## src/rtl/ram_sp_be_clr.sv

```systemverilog
// ram_sp_be_clr -- parametrised single-port synchronous RAM with byte-lane
// write enables, registered read with a valid strobe, req/ready handshake,
// a hardware clear engine and an address range check.
//
// Ports:
//   clk       in   1       rising-edge clock
//   reset     in   1       asynchronous active-low reset
//   req       in   1       access request, taken when ready=1 at a clk edge
//   write_en  in   1       1=write, 0=read (qualified by req)
//   addr      in   ADDR_W  word address
//   byte_en   in   BE_W    per-byte write enable (bit i -> data_in[8i+7:8i])
//   data_in   in   DATA_W  write data
//   clear     in   1       single-cycle pulse that restarts the clear engine
//   ready     out  1       idle and no clear request this cycle
//   busy      out  1       registered; high while the clear engine sweeps
//   data_out  out  DATA_W  registered read data; holds between reads
//   rd_valid  out  1       one-cycle pulse per accepted read
//   addr_err  out  1       one-cycle pulse per accepted access with addr>=DEPTH
module ram_sp_be_clr #(
  parameter int unsigned          DATA_W   = 16,
  parameter int unsigned          DEPTH    = 8,
  parameter int unsigned          ADDR_W   = (DEPTH > 1) ? $clog2(DEPTH) : 1,
  parameter logic [DATA_W-1:0]    INIT_VAL = '0
) (
  input  logic                  clk,
  input  logic                  reset,
  input  logic                  req,
  input  logic                  write_en,
  input  logic [ADDR_W-1:0]     addr,
  input  logic [DATA_W/8-1:0]   byte_en,
  input  logic [DATA_W-1:0]     data_in,
  input  logic                  clear,
  output logic                  ready,
  output logic                  busy,
  output logic [DATA_W-1:0]     data_out,
  output logic                  rd_valid,
  output logic                  addr_err
);

  localparam int unsigned BE_W = DATA_W / 8;
  localparam logic [ADDR_W:0]   DEPTH_L = (ADDR_W + 1)'(DEPTH);
  localparam logic [ADDR_W-1:0] LAST    = ADDR_W'(DEPTH - 1);

  typedef enum logic {S_CLEAR, S_IDLE} state_t;

  state_t               r_state, w_state_nxt;
  logic [ADDR_W-1:0]    r_clr_ptr, w_clr_ptr_nxt;
  logic                 r_busy, w_busy_nxt;
  logic [DATA_W-1:0]    r_data_out;
  logic                 r_rd_valid;
  logic                 r_addr_err;
  logic [DATA_W-1:0]    r_mem [DEPTH];

  logic w_ready;
  logic w_acc;
  logic w_in_range;
  logic w_wr_ok;
  logic w_rd_acc;
  logic w_clr_we;

  assign w_ready    = (r_state == S_IDLE) & ~clear;
  assign w_acc      = req & w_ready;
  // Zero-extend so the compare also works when DEPTH == 2**ADDR_W.
  assign w_in_range = ({1'b0, addr} < DEPTH_L);
  assign w_wr_ok    = w_acc & write_en & w_in_range;
  assign w_rd_acc   = w_acc & ~write_en;
  assign w_clr_we   = (r_state == S_CLEAR);

  always_comb begin
    w_state_nxt   = r_state;
    w_clr_ptr_nxt = r_clr_ptr;
    w_busy_nxt    = r_busy;
    unique case (r_state)
      S_CLEAR: begin
        w_clr_ptr_nxt = r_clr_ptr + 1'b1;
        if (r_clr_ptr == LAST) begin
          w_state_nxt   = S_IDLE;
          w_busy_nxt    = 1'b0;
          w_clr_ptr_nxt = '0;
        end
      end
      S_IDLE: begin
        if (clear) begin
          w_state_nxt   = S_CLEAR;
          w_clr_ptr_nxt = '0;
          w_busy_nxt    = 1'b1;
        end
      end
    endcase
  end

  always_ff @(posedge clk or negedge reset) begin
    if (!reset) begin
      r_state    <= S_CLEAR;
      r_clr_ptr  <= '0;
      r_busy     <= 1'b1;
      r_data_out <= '0;
      r_rd_valid <= 1'b0;
      r_addr_err <= 1'b0;
    end else begin
      r_state    <= w_state_nxt;
      r_clr_ptr  <= w_clr_ptr_nxt;
      r_busy     <= w_busy_nxt;
      r_rd_valid <= w_rd_acc;
      r_addr_err <= w_acc & ~w_in_range;
      if (w_rd_acc && w_in_range) begin
        r_data_out <= r_mem[addr];
      end
    end
  end

  // Storage has no reset; the clear sweep initialises it. Accesses are only
  // accepted in IDLE, so sweep and access writes never coincide.
  always_ff @(posedge clk) begin
    if (w_clr_we) begin
      r_mem[r_clr_ptr] <= INIT_VAL;
    end else if (w_wr_ok) begin
      for (int unsigned i = 0; i < BE_W; i++) begin
        if (byte_en[i]) begin
          r_mem[addr][8*i +: 8] <= data_in[8*i +: 8];
        end
      end
    end
  end

  assign ready    = w_ready;
  assign busy     = r_busy;
  assign data_out = r_data_out;
  assign rd_valid = r_rd_valid;
  assign addr_err = r_addr_err;

endmodule

```

## config.mk

```make
export PLATFORM = sky130hd
export DESIGN_NAME = ram_sp_be_clr
export DESIGN_NICKNAME = d
export VERILOG_FILES = /design/src/rtl/ram_sp_be_clr.sv
export SDC_FILE = /design/constraint.sdc
export NUM_CORES = 1
export LEC_CHECK = 0
export CORE_ASPECT_RATIO = 1.75
export CORE_UTILIZATION = 63
export DETAILED_ROUTE_END_ITERATION = 8
export GPL_TIMING_DRIVEN = 0
export PLACE_DENSITY = 0.93
export REMOVE_ABC_BUFFERS = 1
export SETUP_SLACK_MARGIN = 0.5
export SLEW_MARGIN = 20
export SYNTH_ARGS = -nofsm -noshare
export SYNTH_HDL_FRONTEND = slang
export SYNTH_SLANG_ARGS = --single-unit
```

## constraint.sdc

```tcl
create_clock -name clk -period 3.16 [get_ports clk]
set_input_delay 0.632 -clock clk [delete_from_list [all_inputs] [get_ports clk]]
set_output_delay 0.632 -clock clk [all_outputs]
set_load 0.02 [all_outputs]
```

==> impl_metrics.tcl <==
set metrics [dict create \
    rr_worst_depth 3 \
    period_minus_slack_ps 2668 \
    placed_cells 541 \
    num-nets-final 466 \
    portBuffers 44 \
    cts_tree "yes" \
    fin_area_sq_um 7442 \
    clock_path_buffers 2 \
    yosys_warnings 0 \
    clock_sinks 150 \
    seq_power_share 0.458 \
    worstPathCellList "clkdlybuf4s50_1, inv_1, or4_1, a21oi_2" \
    hold_buffers 0 \
    ctsRootBufferMaster "clkbuf_16" \
    layout-drive-gt1-share 0.1996 \
    pwr_density_cell_nw_per_um2 823.5 \
    stdcell_count 573 \
    hold_violations 0 \
    coreArea_sq_um 9585 \
    crit_required_ps 3220 \
    maxCapViolCount 0 \
    cp_num_cells 4 \
    fin_skew_ps 10.62 \
    netSwitchingFraction 0.2941 \
    yosysSeqAreaShare 0.7013 \
    die_area_sq_um 10370 \
    max_freq_ghz 0.3749 \
    crit_start "addr[2]" \
    vias 3902 \
    regToRegSetupSlack_ps 830 \
    cpMaxStageDelayCell "clkdlybuf4s50_1" \
    rows 47 \
    dr.pass1.iters 5 \
    tightest_slew_ps 1060 \
    final-seq-area_sq_um 4395 \
    async_reset_ff_frac 0.1467 \
    post-route-util 0.7764 \
    drc_errors 0 \
    worstSetupEndpoint "r_mem[7][3]" \
    clk_pin_slew_ps 60 \
    power.net_switching_uw 1803 \
    power_frac_comb 0.223 \
    dpl-instance-area_sq_um 6753 \
    syn_inst 399 \
    leakagePower_uw 0.002820 \
    cts_buffers 17 \
    slowest_delay_ps 730 \
    slew_headroom 0.2936 \
    r2r_end "r_mem[1][11]" \
    clkPwrFrac 0.319 \
    synth_enable_flop_cells 128 \
    syn2layout_area_growth_pct 18.75 \
    dpl.hpwl_mm 8.274 \
    wirelength_mm 14.51 \
    ir_drop_v 0.0005471 \
    start_util 0.6538 \
    crit_buf_inv 2 \
    htreeDepth 4 \
    period_share 0.8442 \
    fp.dieW_um 77.40 \
    ys_dominant_reg_cell "edfxtp_1" \
    fillers 490 \
    ys_types 38 \
    syn_area_per_cell_sq_um 15.71 \
    io_pins 46 \
    grt_pass1_wl_mm 21.96 \
    gpl.final_weighted_congestion 0.8220 \
    path_max_fanout 10 \
    synth_seq_cells 150 \
    worstReg2RegStart "r_state" \
    clk_latency_ps 430 \
    post_cts_buffers 0 \
    setup_viol 0 \
    die_height_um 133.9 \
    crit_path_start_kind "input port" \
    finalMaxSlewViolations 0 \
    post-place-ws_ps -560.0 \
    num_antenna_cells 0 \
    crit_type "in -> reg" \
    rsz0062_at_grt "yes" \
    grt.overflow.total 0 \
    setup_slack_ps 492.4 \
    drtIter0Drc 371 \
    intPower_uw 4326 \
    grtUsageTotal 0.3043 \
    wl_per_cell_um 25.32 \
    outcome "complete, no violations" \
    antenna_found_initial 0 \
    multi_input_area_sq_um 1802 \
    grt_max_degree 39 \
    vias_per_cell 6.810 \
    path_delay_family "buffers and inverters" \
    grt_pass1_vias 4002 \
    arrival_ps 2730 \
    syn-cell-area_sq_um 6267 \
    min_path_type "in -> async" \
    cp-end-kind "flop" \
    drt.antenna.violating_nets 0 \
]
-- power groups by stage --
stage / Combinational [uW] / Sequential [uW] / Clock [uW]
6_report: 1370 / 2810 / 1950
5_1_grt: 1450 / 2830 / 2050
4_1_cts: 1310 / 2800 / 1960
3_5_place_dp: 1220 / 2830 / 0
3_3_place_gp: 1160 / 2800 / 0
2_1_floorplan: 583 / 2900 / 0
-- metrics by stage --
| stage | TNS (ps) | hold WS [ps] | total power, uW |
|---|---|---|---|
| after floorplan | 0 | 336.4 | 3479 |
| after global placement | -268720 | 458.5 | 3962 |
| after detailed placement | -52520 | 476.6 | 4052 |
| after CTS | 0 | 223.4 | 6073 |
| after global routing | 0 | 243.7 | 6330 |
| final | 0 | 223.3 | 6128 |
-- per-layer routing --
metal / GRT usage / share of wire
met4: 0.1866 / 0.055
met3: 0.08095 / 0.082
met5: 0 / 0
met2: 0.5354 / 0.54
met1: 0.3197 / 0.33
-- kinds of logic (layout without fill, tap and decap cells) --
| group | after synthesis | in the layout | share of synthesized area |
|---|---|---|---|
| flops | 150 | 150 | 0.7013 |
| compound gates | 86 | 86 | 0.09703 |
| mux | 65 | 65 | 0.1104 |
| simple gates | 62 | 62 | 0.05610 |
| buf+inv | 33 | 85 | 0.03054 |
| fa+ha+maj | 2 | 2 | 0.003992 |
| other cells | 1 | 1 | 0.0005983 |
-- cell usage after synthesis (all sizes together), types with 2 or more instances --
cell type,instances,area (sq um)
edfxtp,128,3844
mux2,33,371.6
mux2i,32,320.3
dfrtp,21,525.5
buf,19,136.4
nand2,19,71.32
a21oi,17,85.08
o31ai,17,132.6
and3,16,100.1
a22o,14,122.6
o22ai,13,81.33
clkbuf,8,32.53
o211ai,7,52.55
inv,6,22.52
nand4,6,37.54
o21ai,6,30.03
o2bb2ai,6,52.55
nor2,5,18.77
nor2b,5,31.28
nand3,3,15.01
a32oi,2,17.52
ha,2,25.02
o2111ai,2,17.52
or4,2,15.01
-- sequential cells by signal, summed over array words and instances, names as in the netlist --
| name | count |
|---|---|
| r_mem | 128 |
| data_out | 16 |
| r_clr_ptr | 3 |
| busy | 1 |
| r_state | 1 |
| rd_valid | 1 |
-- placed cells by master, fill, tap and decap left out, drive strengths merged, types with 2 or more instances in the layout --
master and instances:
bufinv 2, a32oi 2, nor2b 5, nor2 5, mux2i 32, o21ai 6, nand4 6, edfxtp 128
buf 5, o31ai 17, o2bb2ai 6, nand2 19, mux2 33, and3 16, clkbuf 24, clkdlybuf4s50 41
ha 2, o211ai 7, or4 2, dfrtp 21, a22o 14, clkinv 5, inv 6, o2111ai 2
nand3 3, o22ai 13, a21oi 17
-- what timing repair did --
item                                    CTS  global route
endpoints found under the setup margin  129            51
gates resized for setup                  21             5
pin swaps                                 0             0
-- area by class of cell --
type / count / share of cell area
repair buffers: 47 / 0.06590
flip-flops and latches: 150 / 0.5906
inverters: 6 / 0.003026
clock buffers: 24 / 0.06473
multi-input cells: 216 / 0.2421
clock inverters: 8 / 0.01311
well taps: 122 / 0.02051
-- how the worst min path moves through the flow --
stage                               to  slack, ps
after CTS                 data_out[15]        220
after floorplan            data_out[0]        340
after detailed placement   data_out[1]        480
after global placement     data_out[8]        460
after global routing      data_out[15]        240
final                     data_out[15]        220
Note: power is estimated with default switching activity, not from simulation.
